## src/rtl/piso_frame_scheduler.sv

```systemverilog
// piso_frame_scheduler
//
// Shares one PISO shift register between NUM_REQ requesters. Requesters are
// served round-robin, one word per frame. Each frame is a single LOAD cycle,
// then DATA_W shift cycles that can be stalled by pause, then GAP_CYCLES idle
// cycles before the next grant.
//
// Ports
//   clock            rising-edge clock
//   reset            asynchronous, active-high reset
//   req_valid        per-requester word available
//   req_data         requester i word at [i*DATA_W +: DATA_W]
//   pause            stalls shifting (SHIFT state only)
//   req_ready        one-hot accept pulse (combinational, IDLE only)
//   piso_load        PISO parallel load strobe
//   piso_enable      PISO shift strobe
//   piso_parallel_in word presented to the PISO, held until the next grant
//   bit_valid        PISO serial_out carries a frame bit this cycle
//   active_src       requester owning the current/last frame
//   busy             scheduler is not idle
//   frame_done       pulse on the last shift cycle of a frame
module piso_frame_scheduler #(
  parameter int unsigned NUM_REQ    = 2,
  parameter int unsigned DATA_W     = 8,
  parameter int unsigned GAP_CYCLES = 1,
  parameter int unsigned SRC_W      = $clog2(NUM_REQ)
) (
  input  logic                      clock,
  input  logic                      reset,
  input  logic [NUM_REQ-1:0]        req_valid,
  input  logic [NUM_REQ*DATA_W-1:0] req_data,
  input  logic                      pause,
  output logic [NUM_REQ-1:0]        req_ready,
  output logic                      piso_load,
  output logic                      piso_enable,
  output logic [DATA_W-1:0]         piso_parallel_in,
  output logic                      bit_valid,
  output logic [SRC_W-1:0]          active_src,
  output logic                      busy,
  output logic                      frame_done
);

  localparam int unsigned CW = (DATA_W > 1) ? $clog2(DATA_W) : 1;
  localparam int unsigned GW = (GAP_CYCLES > 1) ? $clog2(GAP_CYCLES) : 1;
  localparam logic [CW-1:0] BIT_LAST = CW'(DATA_W - 1);
  localparam logic [GW-1:0] GAP_LAST = GW'((GAP_CYCLES > 0) ? GAP_CYCLES - 1 : 0);
  localparam logic [SRC_W-1:0] LAST_REQ = SRC_W'(NUM_REQ - 1);

  typedef enum logic [1:0] {
    S_IDLE,
    S_LOAD,
    S_SHIFT,
    S_GAP
  } state_t;

  state_t           state;
  logic [CW-1:0]    bit_cnt;
  logic [GW-1:0]    gap_cnt;
  logic [SRC_W-1:0] last_grant;

  logic             grant_found;
  logic [SRC_W-1:0] grant_idx;
  logic [SRC_W-1:0] cand;
  logic             shift_go;

  // Round-robin search starting just after the previous grant, wrapping.
  always_comb begin
    grant_found = 1'b0;
    grant_idx   = '0;
    cand        = '0;
    for (int unsigned k = 1; k <= NUM_REQ; k++) begin
      cand = SRC_W'((32'(last_grant) + k) % NUM_REQ);
      if (!grant_found && req_valid[cand]) begin
        grant_found = 1'b1;
        grant_idx   = cand;
      end
    end
  end

  // Accept pulse is gated by reset so nothing is accepted while held in reset.
  always_comb begin
    req_ready = '0;
    if (state == S_IDLE && !reset && grant_found) begin
      req_ready[grant_idx] = 1'b1;
    end
  end

  // Shift strobes follow pause in the same cycle so a stall takes effect
  // immediately; they are decoded from the state register only.
  assign shift_go    = (state == S_SHIFT) && !pause;
  assign piso_enable = shift_go;
  assign bit_valid   = shift_go;
  assign frame_done  = shift_go && (bit_cnt == BIT_LAST);

  always_ff @(posedge clock or posedge reset) begin
    if (reset) begin
      state            <= S_IDLE;
      bit_cnt          <= '0;
      gap_cnt          <= '0;
      last_grant       <= LAST_REQ;
      piso_load        <= 1'b0;
      piso_parallel_in <= '0;
      active_src       <= '0;
      busy             <= 1'b0;
    end else begin
      case (state)
        S_IDLE: begin
          if (grant_found) begin
            state            <= S_LOAD;
            piso_parallel_in <= req_data[32'(grant_idx)*DATA_W +: DATA_W];
            active_src       <= grant_idx;
            last_grant       <= grant_idx;
            piso_load        <= 1'b1;
            busy             <= 1'b1;
          end
        end
        S_LOAD: begin
          state     <= S_SHIFT;
          piso_load <= 1'b0;
          bit_cnt   <= '0;
        end
        S_SHIFT: begin
          if (shift_go) begin
            if (bit_cnt == BIT_LAST) begin
              bit_cnt <= '0;
              gap_cnt <= '0;
              if (GAP_CYCLES > 0) begin
                state <= S_GAP;
              end else begin
                state <= S_IDLE;
                busy  <= 1'b0;
              end
            end else begin
              bit_cnt <= bit_cnt + 1'b1;
            end
          end
        end
        S_GAP: begin
          if (gap_cnt == GAP_LAST) begin
            state <= S_IDLE;
            busy  <= 1'b0;
          end else begin
            gap_cnt <= gap_cnt + 1'b1;
          end
        end
        default: begin
          state <= S_IDLE;
          busy  <= 1'b0;
        end
      endcase
    end
  end

endmodule

```

## config.mk

```make
export PLATFORM = sky130hd
export DESIGN_NAME = piso_frame_scheduler
export DESIGN_NICKNAME = d
export VERILOG_FILES = /design/src/rtl/piso_frame_scheduler.sv
export SDC_FILE = /design/constraint.sdc
export NUM_CORES = 1
export LEC_CHECK = 0
export ABC_AREA = 0
export ABC_CLOCK_PERIOD_IN_PS = 1600
export CORE_UTILIZATION = 38
export DETAILED_ROUTE_END_ITERATION = 8
export PLACE_DENSITY = 0.82
export SLEW_MARGIN = 20
export SYNTH_ARGS = -nofsm -noshare
export SYNTH_HDL_FRONTEND = slang
export SYNTH_SLANG_ARGS = --single-unit
```

## constraint.sdc

```tcl
create_clock -name clock -period 1.6 [get_ports clock]
set_input_delay 0.4 -clock clock [delete_from_list [all_inputs] [get_ports clock]]
set_output_delay 0.4 -clock clock [all_outputs]
set_load 0.01 [all_outputs]
```

* After elaboration in Yosys (flattened, before gate mapping) *
Cells that the tools add are included.

storage, ports and cells
  output and inout port bits = 16
  bits in registers = 18
  logic and storage cells = 72
  bits of input ports = 21

cells by class
  $lt $le $gt $ge = 4
  shift operators = 1
  add/sub/neg operators = 4
  reduce and logical (&&, ||, !) cells = 20
  eq/ne operators = 8
  muxes and demuxes = 27

operators with widths
  cell                   number
  $shiftx A16 B5 Y8      1
  $mux W1                14
  $mux W2                5
  $pmux W2 S4            1
  $reduce_bool A2 Y1     4
  $logic_and A1 B1 Y1    6
  $lt A1 B2 Y1 const B   3
  $mux W3                2
  $ne A2 B2 Y1 const B   3
  $pmux W1 S2            3
  $pmux W3 S2            1
  $reduce_and A2 Y1      3
  $reduce_and A3 Y1      2
  $eq A2 B2 Y1 const B   2
  $reduce_and A4 Y1      1
  $add A1 B1 Y1 const B  3
  $add A3 B1 Y3 const B  1
  $eq A3 B3 Y1 const B   1
  $logic_not A1 Y1       3
  $eq A2 B1 Y1 const B   1
  $logic_not A2 Y1       1
  $ne A2 B1 Y1 const B   1
  $demux W1 S1           1
  $ge A1 B1 Y1 const B   1

* Depth between registers and ports, before layout *
  depth in word-level cells = 12
  mapped depth = 6
  mapped depth without buffers = 5

* Least setup slack after synthesis *
OpenSTA, ideal clock, no wires.

  kind = register -> output
  start = register state[0]
  end = output req_ready[0]
  buffers on the path = 1
  arrival time = 1285 ps
  data required time = 1200 ps
  setup slack = -85 ps
  cell stages (with the launch flop) = 6
  cell sequence = dfrtp_1 inv_1 ha_1 o21ai_0 buf_2 nor3_1

between the ends
  longest elaborated chain between the ends = 4

RTL lines
  element                           line  RTL
  start, declared                   56    state_t state;
  start signal, assigned            97    state <= S_IDLE;
  start signal, assigned            109   state <= S_LOAD;
  start signal, assigned            118   state <= S_SHIFT;
  $logic_not A2 Y1                  83    if (state == S_IDLE && !reset && grant_found) begin
  $logic_and A1 B1 Y1 (2 in a row)  83
  $mux W2                           83
  end, declared                     33    output logic [NUM_REQ-1:0] req_ready,

No other way between the ends.

* Final worst setup path *
  start = register state[1]
  end = output frame_done

between the ends
  longest elaborated chain between the ends = 3

RTL lines
  element              line  RTL
  $eq A2 B2 Y1         90    assign shift_go = (state == S_SHIFT) && !pause;
  $logic_and A1 B1 Y1  90
  $logic_and A1 B1 Y1  93    assign frame_done = shift_go && (bit_cnt == BIT_LAST);
  end, declared        40    output logic frame_done

No other way between the ends.

==> insert_results.sql <==
INSERT INTO impl_metrics (metric_group, metric, value, unit) VALUES
('status', 'outcome', 'complete, but fails checks', ''),
('status', 'failed_checks', 'setup timing', ''),
('cts', 'worst_setup_hold_path_clk_slew', '110', 'ps'),
('timing', 'holdWs', '438.1', 'ps'),
('cts', 'ctsRootBufferMaster', 'sky130_fd_sc_hd__clkbuf_4', ''),
('grt', 'grt_max_degree', '11', ''),
('layout', 'num-fill-cells', '171', ''),
('timing', 'finalSetupViolations', '7', ''),
('critical_path', 'critPathCaptureType', 'output port', ''),
('timing', 'hold_viol_final', '0', ''),
('die', 'die-area', '2614', 'µm²'),
('timing', 'postLayoutSetupSlackWorst', '-168.0', 'ps'),
('logic_synthesis', 'synth_warnings', '0', ''),
('logic_synthesis', 'yosys-top-cells-count', '19 x sky130_fd_sc_hd__a21oi_1, 16 x sky130_fd_sc_hd__dfrtp_1, 13 x sky130_fd_sc_hd__nor2_1', ''),
('timing', 'period_minus_slack', '1768', 'ps'),
('cts', 'tritoncts', 'yes', ''),
('timing', 'timing.final.crit_share', '1.105', ''),
('cts', 'clkLatencyLatePin', '290', 'ps'),
('route', 'avgViaCountPerCell', '5.213', ''),
('pwr', 'fraction_of_power_consumed_by_combinational_cells', '0.635', ''),
('die', 'floorplan.initialDensity', '0.4106', ''),
('pwr', 'p_seq_frac', '0.279', ''),
('logic_synthesis', 'synth_area', '917.1', 'µm²'),
('grt', 'grt_first_pass_wirelength', '4.146', 'mm'),
('pwr', 'sw_frac_of_total', '0.3771', ''),
('die', 'top_level_ports', '37', ''),
('pwr', 'power.net_switching', '0.001033', 'W'),
('pwr', 'ir_drop', '1.104', 'mV'),
('critical_path', 'required', '1200', 'ps'),
('die', 'die-width', '51.13', 'µm'),
('logic_synthesis', 'synth_edf_count', '0', ''),
('pwr', 'internal-power', '0.001706', 'W'),
('pwr', 'p_leak', '0.8032', 'nW'),
('critical_path', 'critical_path_startpoint_category', 'flip-flop', ''),
('place', 'placement.io_buffers', '36', ''),
('layout', 'final_nets', '190', ''),
('timing', 'timing.setup.tns', '-879.8', 'ps'),
('pwr', 'clockPowerShare', '0.086', ''),
('die', 'row_count', '17', ''),
('grt', 'globalRouteOverflowTotal', '0', ''),
('logic_synthesis', 'syn_nets', '125', ''),
('logic_synthesis', 'synth_compound_gate_area_share', '0.2005', ''),
('pwr', 'power.density_cell_area', '1688', 'nW/µm²'),
('timing', 'grt_setup_unrepaired', 'true', ''),
('logic_synthesis', 'yosysTopAreaCellShare', '0.4366', ''),
('place', 'dp_hpwl', '1.950', 'mm'),
('min_path', 'hp-class', 'in2async', ''),
('layout', 'synthToLayoutAreaGrowth', '76.94', '%'),
('cts', 'htreeDepth', '1', ''),
('logic_synthesis', 'dominant_combinational_cell_family_by_area_after_synthesis', 'compound AO/OA/AOI/OAI gates', ''),
('cts', 'cts_buffers', '3', ''),
('timing', 'maxSlewViolCount', '0', ''),
('logic_synthesis', 'synthTopCellsByArea', 'sky130_fd_sc_hd__dfrtp_1 44%, sky130_fd_sc_hd__ha_1 11%, sky130_fd_sc_hd__a21oi_1 10%', ''),
('critical_path', 'path_max_fanout', '2', ''),
('cts', 'cts_hold_buffers', '0', ''),
('logic_synthesis', 'yosys.cell_count.top_type', 'sky130_fd_sc_hd__a21oi_1', ''),
('die', 'core_area', '2233', 'µm²'),
('logic_synthesis', 'async_reset_ff_frac', '1.000', ''),
('logic_synthesis', 'postSynthRegisterBits', '17', ''),
('layout', 'share_of_post_route_cells_with_drive_strength_above_1', '0.3563', ''),
('cts', 'ctsLongestPathBuffers', '2', ''),
('route', 'finalWirelength', '2.630', 'mm'),
('route', 'ant_nets', '0', ''),
('run', 'max-cap-violations', '0', ''),
('logic_synthesis', 'yosys.area_share.xor_xnor', '0', ''),
('logic_synthesis', 'ys.flop_type', 'sky130_fd_sc_hd__dfrtp_1', ''),
('grt', 'global_route.usage.total', '0.2169', ''),
('logic_synthesis', 'synth.largest_area_cell', 'sky130_fd_sc_hd__dfrtp_1', ''),
('pwr', 'total_power', '0.002739', 'W'),
('logic_synthesis', 'ys_types', '27', ''),
('die', 'floorplan.die.height', '51.13', 'µm');
==> registers in the layout (all words and copies together), names as in the netlist <==
register and flops:
active_src 1, bit_cnt 3, busy 1, last_grant 1, piso_load 1, piso_parallel_in 8
state 2
==> metal layers <==
metal,routed length [µm],vias up,global-route usage
li1,-,461,-
met1,996,476,0.2108
met2,1413,37,0.4232
met3,176,6,0.04762
met4,44,0,0.1019
met5,0,-,0
==> critical path: stages (launching register included) <==
cell                      delay, ps
sky130_fd_sc_hd__dfrtp_1        420
sky130_fd_sc_hd__buf_6          130
sky130_fd_sc_hd__ha_4           150
sky130_fd_sc_hd__nor2b_4        120
sky130_fd_sc_hd__and2_1         130
sky130_fd_sc_hd__buf_2          130
==> metrics by stage <==
step,cell area (µm²),util,std cells,setup WS [ps]
after floorplan,919.6,-,96,-39.90
after global placement,1453,0.6504,177,-702.2
after detailed placement,1453,0.6504,177,-715.0
after CTS,1544,0.6913,185,-160.3
after global routing,1623,0.7266,188,-214.7
final,1623,0.7266,188,-168.0
==> cell families (layout without fill, tap and decap cells) <==
group                    after synthesis  after routing
AND/OR/NAND/NOR                       32             32
AO/OA/AOI/OAI                         30             30
flip-flops                            17             17
adder cells (fa/ha/maj)                8              8
buffers and inverters                  7             71
multiplexers                           2              2
==> power groups by stage <==
stage | Clock [W] | Combinational, W | Sequential (W)
after global placement | 0 | 0.00142 | 0.000758
final | 0.000236 | 0.00174 | 0.000763
after floorplan | 0 | 0.000675 | 0.000840
after global routing | 0.000261 | 0.00190 | 0.000783
after detailed placement | 0 | 0.00149 | 0.000768
after CTS | 0.000240 | 0.00160 | 0.000763
==> timing repair <==
action | in CTS | in global routing
setup endpoints to repair | 11 | 16
setup buffers | 4 | 3
hold endpoints to repair | 0 | 0
pin swaps | 4 | 1
gates resized for setup | 42 | 15
==> path summary, 6_finish.rpt <==
kind,depth (start not counted),end,start,slack (ps)
max reg2reg,6,state[1]$_DFFE_PP0P_,state[0]$_DFFE_PP0P_,-90
min in group clock,1,active_src$_DFFE_PP0P_,active_src$_DFFE_PP0P_,510
min reg2reg,1,active_src$_DFFE_PP0P_,active_src$_DFFE_PP0P_,510
max in group asynchronous,3,bit_cnt[2]$_DFFE_PP0P_,reset,780
max,5,frame_done,state[1]$_DFFE_PP0P_,-170
min,2,piso_parallel_in[6]$_DFFE_PP0P_,reset,440
==> placed cells by master, fill, tap and decap left out, types with 2 or more instances in the layout <==
master / synthesis / layout
sky130_fd_sc_hd__dlymetal6s2s_1: 0 / 6
sky130_fd_sc_hd__buf_2: 1 / 3
sky130_fd_sc_hd__buf_4: 1 / 24
sky130_fd_sc_hd__ha_1: 8 / 3
sky130_fd_sc_hd__dfrtp_1: 16 / 16
sky130_fd_sc_hd__inv_2: 0 / 2
sky130_fd_sc_hd__buf_6: 0 / 6
sky130_fd_sc_hd__a21oi_1: 19 / 19
sky130_fd_sc_hd__clkdlybuf4s50_1: 0 / 18
sky130_fd_sc_hd__ha_4: 0 / 3
sky130_fd_sc_hd__dlygate4sd2_1: 0 / 7
sky130_fd_sc_hd__nand2_1: 10 / 10
sky130_fd_sc_hd__clkbuf_4: 0 / 3
sky130_fd_sc_hd__nor2_1: 13 / 13
sky130_fd_sc_hd__nor3_2: 0 / 2
sky130_fd_sc_hd__ha_2: 0 / 2
sky130_fd_sc_hd__a22o_1: 3 / 3
==> area by class of cell <==
cell class	instances	area (µm²)	share of cell area
clock buffers	3	22.52	0.01388
clock inverters	1	5.005	0.003084
inverters	3	11.26	0.006939
multi-input cells	72	543.0	0.3346
flip-flops and latches	17	426.7	0.2629
well taps	28	35.03	0.02159
repair buffers	64	579.3	0.3570
No activity file was read; power rests on OpenSTA's default activity.
